===== config.mk =====
export PLATFORM = sky130hd
export DESIGN_NAME = sfifo_level
export DESIGN_NICKNAME = d
export VERILOG_FILES = /design/src/rtl/sfifo_pkg.sv /design/src/rtl/sfifo_ram.sv /design/src/rtl/sfifo_level.sv
export SDC_FILE = /design/constraint.sdc
export NUM_CORES = 1
export LEC_CHECK = 0
export ABC_AREA = 1
export CORE_UTILIZATION = 55
export DETAILED_ROUTE_END_ITERATION = 6
export GPL_ROUTABILITY_DRIVEN = 0
export HOLD_SLACK_MARGIN = 0.1
export PLACE_DENSITY = 0.83
export SLEW_MARGIN = 30
export SYNTH_ARGS = -nofsm -noshare
export SYNTH_HDL_FRONTEND = slang
export SYNTH_HIERARCHICAL = 1
export SYNTH_SLANG_ARGS = --single-unit

===== constraint.sdc =====
create_clock -name clock_i -period 2.55 [get_ports clock_i]
set_input_delay 0.51 -clock clock_i [delete_from_list [all_inputs] [get_ports clock_i]]
set_output_delay 0.51 -clock clock_i [all_outputs]
set_load 0.01 [all_outputs]

===== src/rtl/sfifo_pkg.sv =====
// Shared helpers for the sfifo_level FIFO family: level-counter width and
// elaboration-time legality checks for the almost-full/almost-empty thresholds.
// No logic, no latency, no flow control; constants and constant functions only.
package sfifo_pkg;

  // Level counter must hold 0..SIZE inclusive, hence one bit wider than the pointers.
  function automatic int level_bits(input int abits);
    return abits + 1;
  endfunction

  // afull_o must be low after reset/clear, so AFULL may not be 0.
  function automatic bit afull_legal(input int afull, input int abits);
    return (afull >= 1) && (afull <= (1 << abits));
  endfunction

  // aempty_o must fall at some level below SIZE to be meaningful.
  function automatic bit aempty_legal(input int aempty, input int abits);
    return (aempty >= 0) && (aempty <= (1 << abits) - 1);
  endfunction

endpackage


===== src/rtl/sfifo_ram.sv =====
// Storage for sfifo_level: WIDTH x 2**ABITS, one write port, one read port.
// Latency: 1 cycle registered read (default) or 0 cycles asynchronous read (SFIFO_LEVEL_FWFT_EN).
// No backpressure; the caller only issues legal, non-colliding accesses.
//
// Ports: clock_i; rst_i clears the read-data register only (array is never reset);
//        wen_i/waddr_i/wdata_i write port; ren_i/raddr_i/rdata_o read port.
// Macro: SFIFO_LEVEL_FWFT_EN selects asynchronous read.
module sfifo_ram
  import sfifo_pkg::*;
#(
  parameter int WIDTH = 18,
  parameter int ABITS = 4
) (
  input  logic             clock_i,
  input  logic             rst_i,
  input  logic             wen_i,
  input  logic [ABITS-1:0] waddr_i,
  input  logic [WIDTH-1:0] wdata_i,
  input  logic             ren_i,
  input  logic [ABITS-1:0] raddr_i,
  output logic [WIDTH-1:0] rdata_o
);

  localparam int SIZE = 2 ** ABITS;

  logic [WIDTH-1:0] mem_q [SIZE];

  always_ff @(posedge clock_i) begin
    if (wen_i) begin
      mem_q[waddr_i] <= wdata_i;
    end
  end

`ifdef SFIFO_LEVEL_FWFT_EN
  // Head word is presented combinationally; no output register to clear.
  logic unused_rd_ctrl;
  assign unused_rd_ctrl = rst_i ^ ren_i;
  assign rdata_o        = mem_q[raddr_i];
`else
  // Output register with synchronous clear maps onto a block-RAM output latch.
  logic [WIDTH-1:0] rdata_q;

  always_ff @(posedge clock_i) begin
    if (rst_i) begin
      rdata_q <= '0;
    end else if (ren_i) begin
      rdata_q <= mem_q[raddr_i];
    end
  end

  assign rdata_o = rdata_q;
`endif

endmodule


===== src/rtl/sfifo_level.sv =====
// Single-clock FIFO with fill level, almost-full/empty thresholds, sticky error flags, flush.
// Latency: status flags 1 cycle after the operation; read data 1 cycle (default) or 0 cycles (FWFT).
// Backpressure: writes when full and reads when empty are dropped and latch overflow_o/underflow_o.
//
// Ports: clock_i, reset_i (sync, active high), clear_i (sync flush);
//        write_i/data_i write side; read_i/data_o/valid_o read side;
//        empty_o, full_o, aempty_o, afull_o, level_o status; overflow_o, underflow_o sticky errors.
// Macro: SFIFO_LEVEL_FWFT_EN enables first-word-fall-through mode.
module sfifo_level
  import sfifo_pkg::*;
#(
  parameter int WIDTH  = 18,
  parameter int ABITS  = 4,
  parameter int AFULL  = 12,
  parameter int AEMPTY = 2
) (
  input  logic             clock_i,
  input  logic             reset_i,
  input  logic             clear_i,
  input  logic             write_i,
  input  logic [WIDTH-1:0] data_i,
  input  logic             read_i,
  output logic [WIDTH-1:0] data_o,
  output logic             valid_o,
  output logic             empty_o,
  output logic             full_o,
  output logic             aempty_o,
  output logic             afull_o,
  output logic [ABITS:0]   level_o,
  output logic             overflow_o,
  output logic             underflow_o
);

  localparam int SIZE = 2 ** ABITS;
  localparam int LW   = level_bits(ABITS);

  if (!afull_legal(AFULL, ABITS)) begin : g_bad_afull
    $error("sfifo_level: AFULL=%0d outside 1..%0d", AFULL, SIZE);
  end
  if (!aempty_legal(AEMPTY, ABITS)) begin : g_bad_aempty
    $error("sfifo_level: AEMPTY=%0d outside 0..%0d", AEMPTY, SIZE - 1);
  end

  logic [ABITS-1:0] wptr_q, wptr_d;
  logic [ABITS-1:0] rptr_q, rptr_d;
  logic [LW-1:0]    level_q, level_d;
  logic             empty_q, empty_d;
  logic             full_q, full_d;
  logic             aempty_q, aempty_d;
  logic             afull_q, afull_d;
  logic             ovf_q, ovf_d;
  logic             udf_q, udf_d;

  logic wr_acc, rd_acc;
  logic ram_wen, ram_ren;

  // Acceptance uses registered flags only, so there is no input-to-flag combinational path.
  assign wr_acc  = write_i && !full_q;
  assign rd_acc  = read_i && !empty_q;
  assign ram_wen = wr_acc && !clear_i;
  assign ram_ren = rd_acc && !clear_i;

  always_comb begin
    wptr_d  = wptr_q;
    rptr_d  = rptr_q;
    level_d = level_q;
    ovf_d   = ovf_q;
    udf_d   = udf_q;

    if (clear_i) begin
      wptr_d  = '0;
      rptr_d  = '0;
      level_d = '0;
      ovf_d   = 1'b0;
      udf_d   = 1'b0;
    end else begin
      if (wr_acc) wptr_d = wptr_q + ABITS'(1);
      if (rd_acc) rptr_d = rptr_q + ABITS'(1);
      // A write on full is dropped even if a read frees a slot in the same cycle.
      case ({wr_acc, rd_acc})
        2'b10:   level_d = level_q + LW'(1);
        2'b01:   level_d = level_q - LW'(1);
        default: level_d = level_q;
      endcase
      ovf_d = ovf_q | (write_i & full_q);
      udf_d = udf_q | (read_i & empty_q);
    end

    empty_d  = (level_d == '0);
    full_d   = (level_d == LW'(SIZE));
    aempty_d = (level_d <= LW'(AEMPTY));
    afull_d  = (level_d >= LW'(AFULL));
  end

  always_ff @(posedge clock_i) begin
    if (reset_i) begin
      wptr_q   <= '0;
      rptr_q   <= '0;
      level_q  <= '0;
      empty_q  <= 1'b1;
      full_q   <= 1'b0;
      aempty_q <= 1'b1;
      afull_q  <= 1'b0;
      ovf_q    <= 1'b0;
      udf_q    <= 1'b0;
    end else begin
      wptr_q   <= wptr_d;
      rptr_q   <= rptr_d;
      level_q  <= level_d;
      empty_q  <= empty_d;
      full_q   <= full_d;
      aempty_q <= aempty_d;
      afull_q  <= afull_d;
      ovf_q    <= ovf_d;
      udf_q    <= udf_d;
    end
  end

  sfifo_ram #(
    .WIDTH (WIDTH),
    .ABITS (ABITS)
  ) u_ram (
    .clock_i (clock_i),
    .rst_i   (reset_i || clear_i),
    .wen_i   (ram_wen),
    .waddr_i (wptr_q),
    .wdata_i (data_i),
    .ren_i   (ram_ren),
    .raddr_i (rptr_q),
    .rdata_o (data_o)
  );

`ifdef SFIFO_LEVEL_FWFT_EN
  assign valid_o = !empty_q;
`else
  // One-cycle pulse aligned with the registered RAM output.
  logic valid_q, valid_d;

  assign valid_d = ram_ren;

  always_ff @(posedge clock_i) begin
    if (reset_i) begin
      valid_q <= 1'b0;
    end else begin
      valid_q <= valid_d;
    end
  end

  assign valid_o = valid_q;
`endif

  assign empty_o     = empty_q;
  assign full_o      = full_q;
  assign aempty_o    = aempty_q;
  assign afull_o     = afull_q;
  assign level_o     = level_q;
  assign overflow_o  = ovf_q;
  assign underflow_o = udf_q;

endmodule


### After elaboration in Yosys (flattened, before gate mapping)

Memory sizes are Yosys's and may differ from the RTL's. A register that Yosys moved wholly into a read port is not among the register bits.
Cells that the tools add are included.

| word-level totals | value |
|---|---|
| bits in writable memories | 288 |
| logic and storage cells | 38 |
| output and inout port bits | 30 |
| memories | 1 |
| input port bits | 23 |
| register bits after elaboration | 20 |

| cells by class | value |
|---|---|
| bitwise gates (word level) | 4 |
| add/sub/neg operators | 4 |
| order comparisons | 2 |
| reduce and logical (&&, ||, !) cells | 10 |
| equality and inequality tests | 3 |
| muxes and demuxes | 4 |

Memories:

| name | depth | width | read ports | clocked after memory_dff | write ports | RTL line | RTL |
|---|---|---|---|---|---|---|---|
| u_ram.mem_q | 16 | 18 | 1 | 1 | 1 | sfifo_ram.sv:26 | `logic [WIDTH-1:0] mem_q [SIZE];` |

Operator list:

| operator | count |
|---|---|
| $pmux W5 S2 | 1 |
| $add A4 B1 Y4 const B | 2 |
| $add A5 B1 Y5 const B | 1 |
| $eq A5 B5 Y1 const B | 1 |
| $ge A5 B4 Y1 const B | 1 |
| $le A5 B2 Y1 const B | 1 |
| $logic_not A5 Y1 | 1 |
| $mux W5 | 1 |
| $sub A5 B1 Y5 const B | 1 |
| $logic_and A1 B1 Y1 | 4 |
| $logic_not A1 Y1 | 3 |
| $and A1 B1 Y1 | 2 |
| $eq A2 B1 Y1 const B | 1 |
| $eq A2 B2 Y1 const B | 1 |
| $mux W1 | 2 |
| $or A1 B1 Y1 | 2 |
| $reduce_or A2 Y1 | 1 |
| $logic_or A1 B1 Y1 | 1 |

### Longest topological paths before layout

| depth | value |
|---|---|
| depth in word-level cells | 6 |
| gate-level depth with buffers | 17 |
| depth with buffers taken out | 17 |

### Modules after synthesis

The synthesis kept the hierarchy.

By module, submodules not included:

| module | instances | seq. area each (um2) | area an instance (um2) | cells each |
|---|---|---|---|---|
| sfifo_ram | 1 | 9,008.6 | 12,251.8 | 1,065 |
| sfifo_level | 1 | 400.4 | 1,017.2 | 143 |

### Least setup slack after synthesis

OpenSTA, ideal clock, no wires.

| timing | value |
|---|---|
| path type | in2reg |
| start | input write_i |
| end | memory u_ram.mem_q[12][0], enable pin |
| stages | 6 |
| slack | 0.239 ns |
| buffers on the path | 0 |
| setup time | 0.393 ns |
| data arrival time | 1.918 ns |
| required time | 2.157 ns |
| path through | inv_1 -> nor2_2 -> inv_1 -> nor2_1 -> nand3_1 -> nor2_1 |

| on the way | value |
|---|---|
| word-level cells in the longest chain between the ends | 4 |

RTL lines:

| element | RTL line | RTL |
|---|---|---|
| start: declaration | sfifo_level.sv:20 | `input logic write_i,` |
| $logic_and A1 B1 Y1 | sfifo_level.sv:58 | `assign wr_acc = write_i && !full_q;` |
| $logic_and A1 B1 Y1 | sfifo_level.sv:60 | `assign ram_wen = wr_acc && !clear_i;` |
| named net ram_wen | sfifo_level.sv:55 | `logic ram_wen, ram_ren;` |
| $mux W1 | sfifo_ram.sv:29 | `if (wen_i) begin` |
| $mux W1 (implied by the code) | sfifo_ram.sv:30 | `mem_q[waddr_i] <= wdata_i;` |
| end: declaration | sfifo_ram.sv:26 |  |

The timed path passes the listed nets, and every way through them passes these cells.

### Final worst setup path

| timing | value |
|---|---|
| start | input write_i |
| end | register empty_q (netlist: empty_o) |

| on the way | value |
|---|---|
| word-level cells in the longest chain between the ends | 5 |
| elaborated cells between the ends (all ways) | 6 |
| those cells by class | eq/ne (2); mux (2); reduce/logical (2) |

RTL lines:

| element | RTL line | RTL |
|---|---|---|
| $logic_and A1 B1 Y1 (*) | sfifo_level.sv:58 |  |
| $eq A2 B1 Y1 / $eq A2 B2 Y1 (equally long branches) | sfifo_level.sv:80 | `case ({wr_acc, rd_acc})` |
| $pmux W5 S2 (*) | sfifo_level.sv:80 |  |
| $mux W5 (*) | sfifo_level.sv:70 | `if (clear_i) begin` |
| $logic_not A5 Y1 (*) | sfifo_level.sv:89 | `empty_d = (level_d == '0);` |
| end signal: assignment | sfifo_level.sv:110 | `empty_q <= empty_d;` |
| end: declaration | sfifo_level.sv:47 | `logic empty_q, empty_d;` |

Every way passes the cells marked *; elsewhere a longest branch is shown, timed or not.
A chain may end at the register's enable or synchronous reset.

==> summary.txt <==
Diodes inserted: 0
flip-flop and latch area: 9410 µm²
post-route cell area: 15500 µm²
Vias per Instance: 5.74
top sig layer: met4
Worst Setup End Kind: register
Req. time, crit path: 2940 ps
Reg-to-Reg End: u_ram/rdata_o[3]
pre-CTS setup slack: -94.8 ps
Pwr per Cell Area: 733 nW/µm²
Hold Crit Class: reg2reg
relative slew slack: 37.5%
Clk Tree Root Cell: clkbuf_16
area grow syn2layout: 16.8%
fillcell total: 1658
gr usage total: 26.2%
Pins Over Slew Limit: 0
number of endpoints failing setup at the final stage: 0
row cnt: 56
Final period util: 84.2%
drt initial violations: 1105
RSZ-0062 raised after global routing: false
Multi-input gate area: 3380 µm²
Post-CTS Hold Buffers: 0
clk sinks: 326
global-route wire length before repair: 48500 µm
startpoint types: primary input
Clk Latency, worst-skew pair: 510 ps
syn_area_per_cell: 11.0 µm²
register area share after synthesis: 70.9%
Clock Path Buffers: 3
Starting Density: 56.4%
Port Buf Inserts: 52
crit path kind: in2reg
core footprint: 23500 µm²
WP data arrival: 2540 ps
final WL: 31300 µm
register bit total from synthesis: 326
placed cell areas: 14400 µm²
post-cts sizing count: 0
status: finished, final reports clean
H-tree levels: 2
die width: 157 µm
Mapped Cells: 1208
number of antenna-violating nets in the routed design: 0
largest net degree at the start of global routing: 148
Overall Power: 11.4 mW
f_max: 466 MHz
total negative slack: 0 ps
Netlist cell types: 30
WL/cell: 19.3 µm
CP Max Fanout: 3
FF-to-FF Start: rptr_q[3]
# IOs: 53
worst reg2reg setup slack: 480 ps
vias in the first global route: 9097
fin nets: 1308
worst reg-to-reg path cell count: 6
Die Y: 157 µm
Final Hold Vio Count: 0
met1 wire length: 11600 µm
final worst-path setup slack: 403 ps
Setup Skew: 22.0 ps
Residual DRC: 0
setup repair bufs after CTS: 0
CTS tree: built
die area: 24800 µm²
Hold WS: 475 ps
DR WL met2: 15000 µm
routed wl met3: 3420 µm
initial antenna violation count: 0
Pleak: 5.78 nW
max-cap viol count: 0
Post-Syn Nets: 1236
Yosys warning total: 6
layout cells sized above 1: 9.66%
crit path to: empty_o
Netlist Area Pre-Place: 13300 µm²
Critical Path Source: write_i
peak supply drop: 610 µV
min Tclk post-route: 2150 ps
Clock transition at path regs: 60 ps
drt pass-1 iters: 5
grt ovf: 0
Slew @ Worst Pin: 938 ps
Via Count: 9310
CTS Buf Count: 34
DP HPWL: 18200 µm
## per-layer routing
| metal | vias up | global-route usage, % |
|---|---|---|
| met3 | 105 | 5.56 |
| met1 | 4340 | 33.1 |
| met4 | 0 | 11.9 |
| met5 | - | 0 |
| met2 | 606 | 43.3 |
| li1 | 4259 | - |
## stage by stage
step,std cells,util (%)
floorplan,1208,-
global placement,1563,61.3
detailed placement,1563,61.3
CTS,1623,65.8
global route,1623,65.8
finish,1623,65.8
## state kept, by name (all words and copies together), names as in the netlist
register / flops
u_ram/mem_q: 288
u_ram/rdata_o: 18
level_o: 5
rptr_q: 4
wptr_q: 4
aempty_o: 1
afull_o: 1
empty_o: 1
full_o: 1
overflow_o: 1
underflow_o: 1
valid_o: 1
## worst min-delay path by stage
stage	start	end	slack, ps	cells after the start
6_report	underflow_o	underflow_o	480	2
5_1_grt	underflow_o	underflow_o	520	2
4_1_cts	underflow_o	underflow_o	480	2
3_5_place_dp	underflow_o	underflow_o	460	2
3_3_place_gp	underflow_o	underflow_o	460	2
2_1_floorplan	rptr_q[2]	rptr_q[2]	460	2
## synth_stat cells
cell | number | area share (%)
buf_2 | 33 | 1.2
nor2_2 | 4 | 0.19
nand3_2 | 4 | 0.30
nand2_4 | 1 | 0.085
clkbuf_1 | 12 | 0.34
buf_1 | 8 | 0.23
nor3_1 | 3 | 0.11
inv_2 | 4 | 0.11
buf_6 | 3 | 0.25
nor2_4 | 1 | 0.085
a21oi_1 | 7 | 0.26
o21ai_0 | 4 | 0.15
ha_1 | 5 | 0.47
nand4_1 | 2 | 0.094
nand2_1 | 413 | 12
dfxtp_1 | 38 | 5.7
xnor2_1 | 2 | 0.13
buf_4 | 7 | 0.40
nand2_2 | 2 | 0.094
a211oi_1 | 1 | 0.057
inv_1 | 44 | 1.2
and3_1 | 1 | 0.047
nor2_1 | 70 | 2.0
nand3b_1 | 2 | 0.11
o21ai_1 | 3 | 0.11
inv_4 | 1 | 0.047
nand3_1 | 242 | 9.1
xor2_1 | 1 | 0.066
edfxtp_1 | 288 | 65
clkinv_1 | 2 | 0.057
## logic make-up after synthesis
kind of cell,after synthesis,share of synthesized area (%)
fa+ha+maj,5,0.471
buf+inv,114,3.92
flops,326,70.9
simple gates,745,23.9
xor+xnor,3,0.198
compound gates,15,0.585
## placed cells by master (no fill, tap or decap)
cell / n
inv_1: 44
nor2_2: 21
nand2_4: 1
dfxtp_2: 1
dfxtp_1: 36
clkinv_2: 3
inv_8: 1
clkbuf_1: 9
nor3_1: 3
nand3b_1: 2
xor2_1: 1
clkinv_4: 1
o21ai_1: 3
ha_1: 5
inv_2: 4
nor2_1: 53
o21ai_0: 4
buf_4: 33
and3_1: 1
nand3_1: 242
clkinv_1: 10
nand2_1: 413
inv_4: 1
clkdlybuf4s50_1: 52
a21oi_1: 7
nand2_2: 2
clkbuf_16: 37
dfxtp_4: 1
buf_12: 14
bufinv_16: 1
nand4_1: 2
a211oi_1: 1
xnor2_1: 2
nand3_2: 4
nor2_4: 1
edfxtp_1: 288
## critical path, cell delays in order
cell and delay (ps):
clkdlybuf4s50_1 470, inv_1 50, nor2_2 90, inv_1 60
ha_1 230, nor2_1 190, nor2_4 60, ha_1 270
nor2_1 30, nor3_1 220, inv_1 80, nand2_1 60
inv_1 60, nand4_1 100, nand2_1 50
## cell type report
| cell class | count | share of cell area, % |
|---|---|---|
| flip-flops and latches | 326 | 60.8 |
| multi-input cells | 768 | 21.8 |
| repair buffers | 99 | 6.77 |
| clock buffers | 46 | 6.19 |
| well taps | 319 | 2.58 |
| inverters | 51 | 1.25 |
| clock inverters | 14 | 0.614 |
## report_power, final
group / total [mW] / switching (mW) / leakage [nW] / internal (mW)
sequential: 5.89 / 0.0337 / 2.90 / 5.86
combinational: 0.783 / 0.514 / 2.36 / 0.269
clock: 4.68 / 1.94 / 0.515 / 2.74
(Power assumes the default switching activity.)
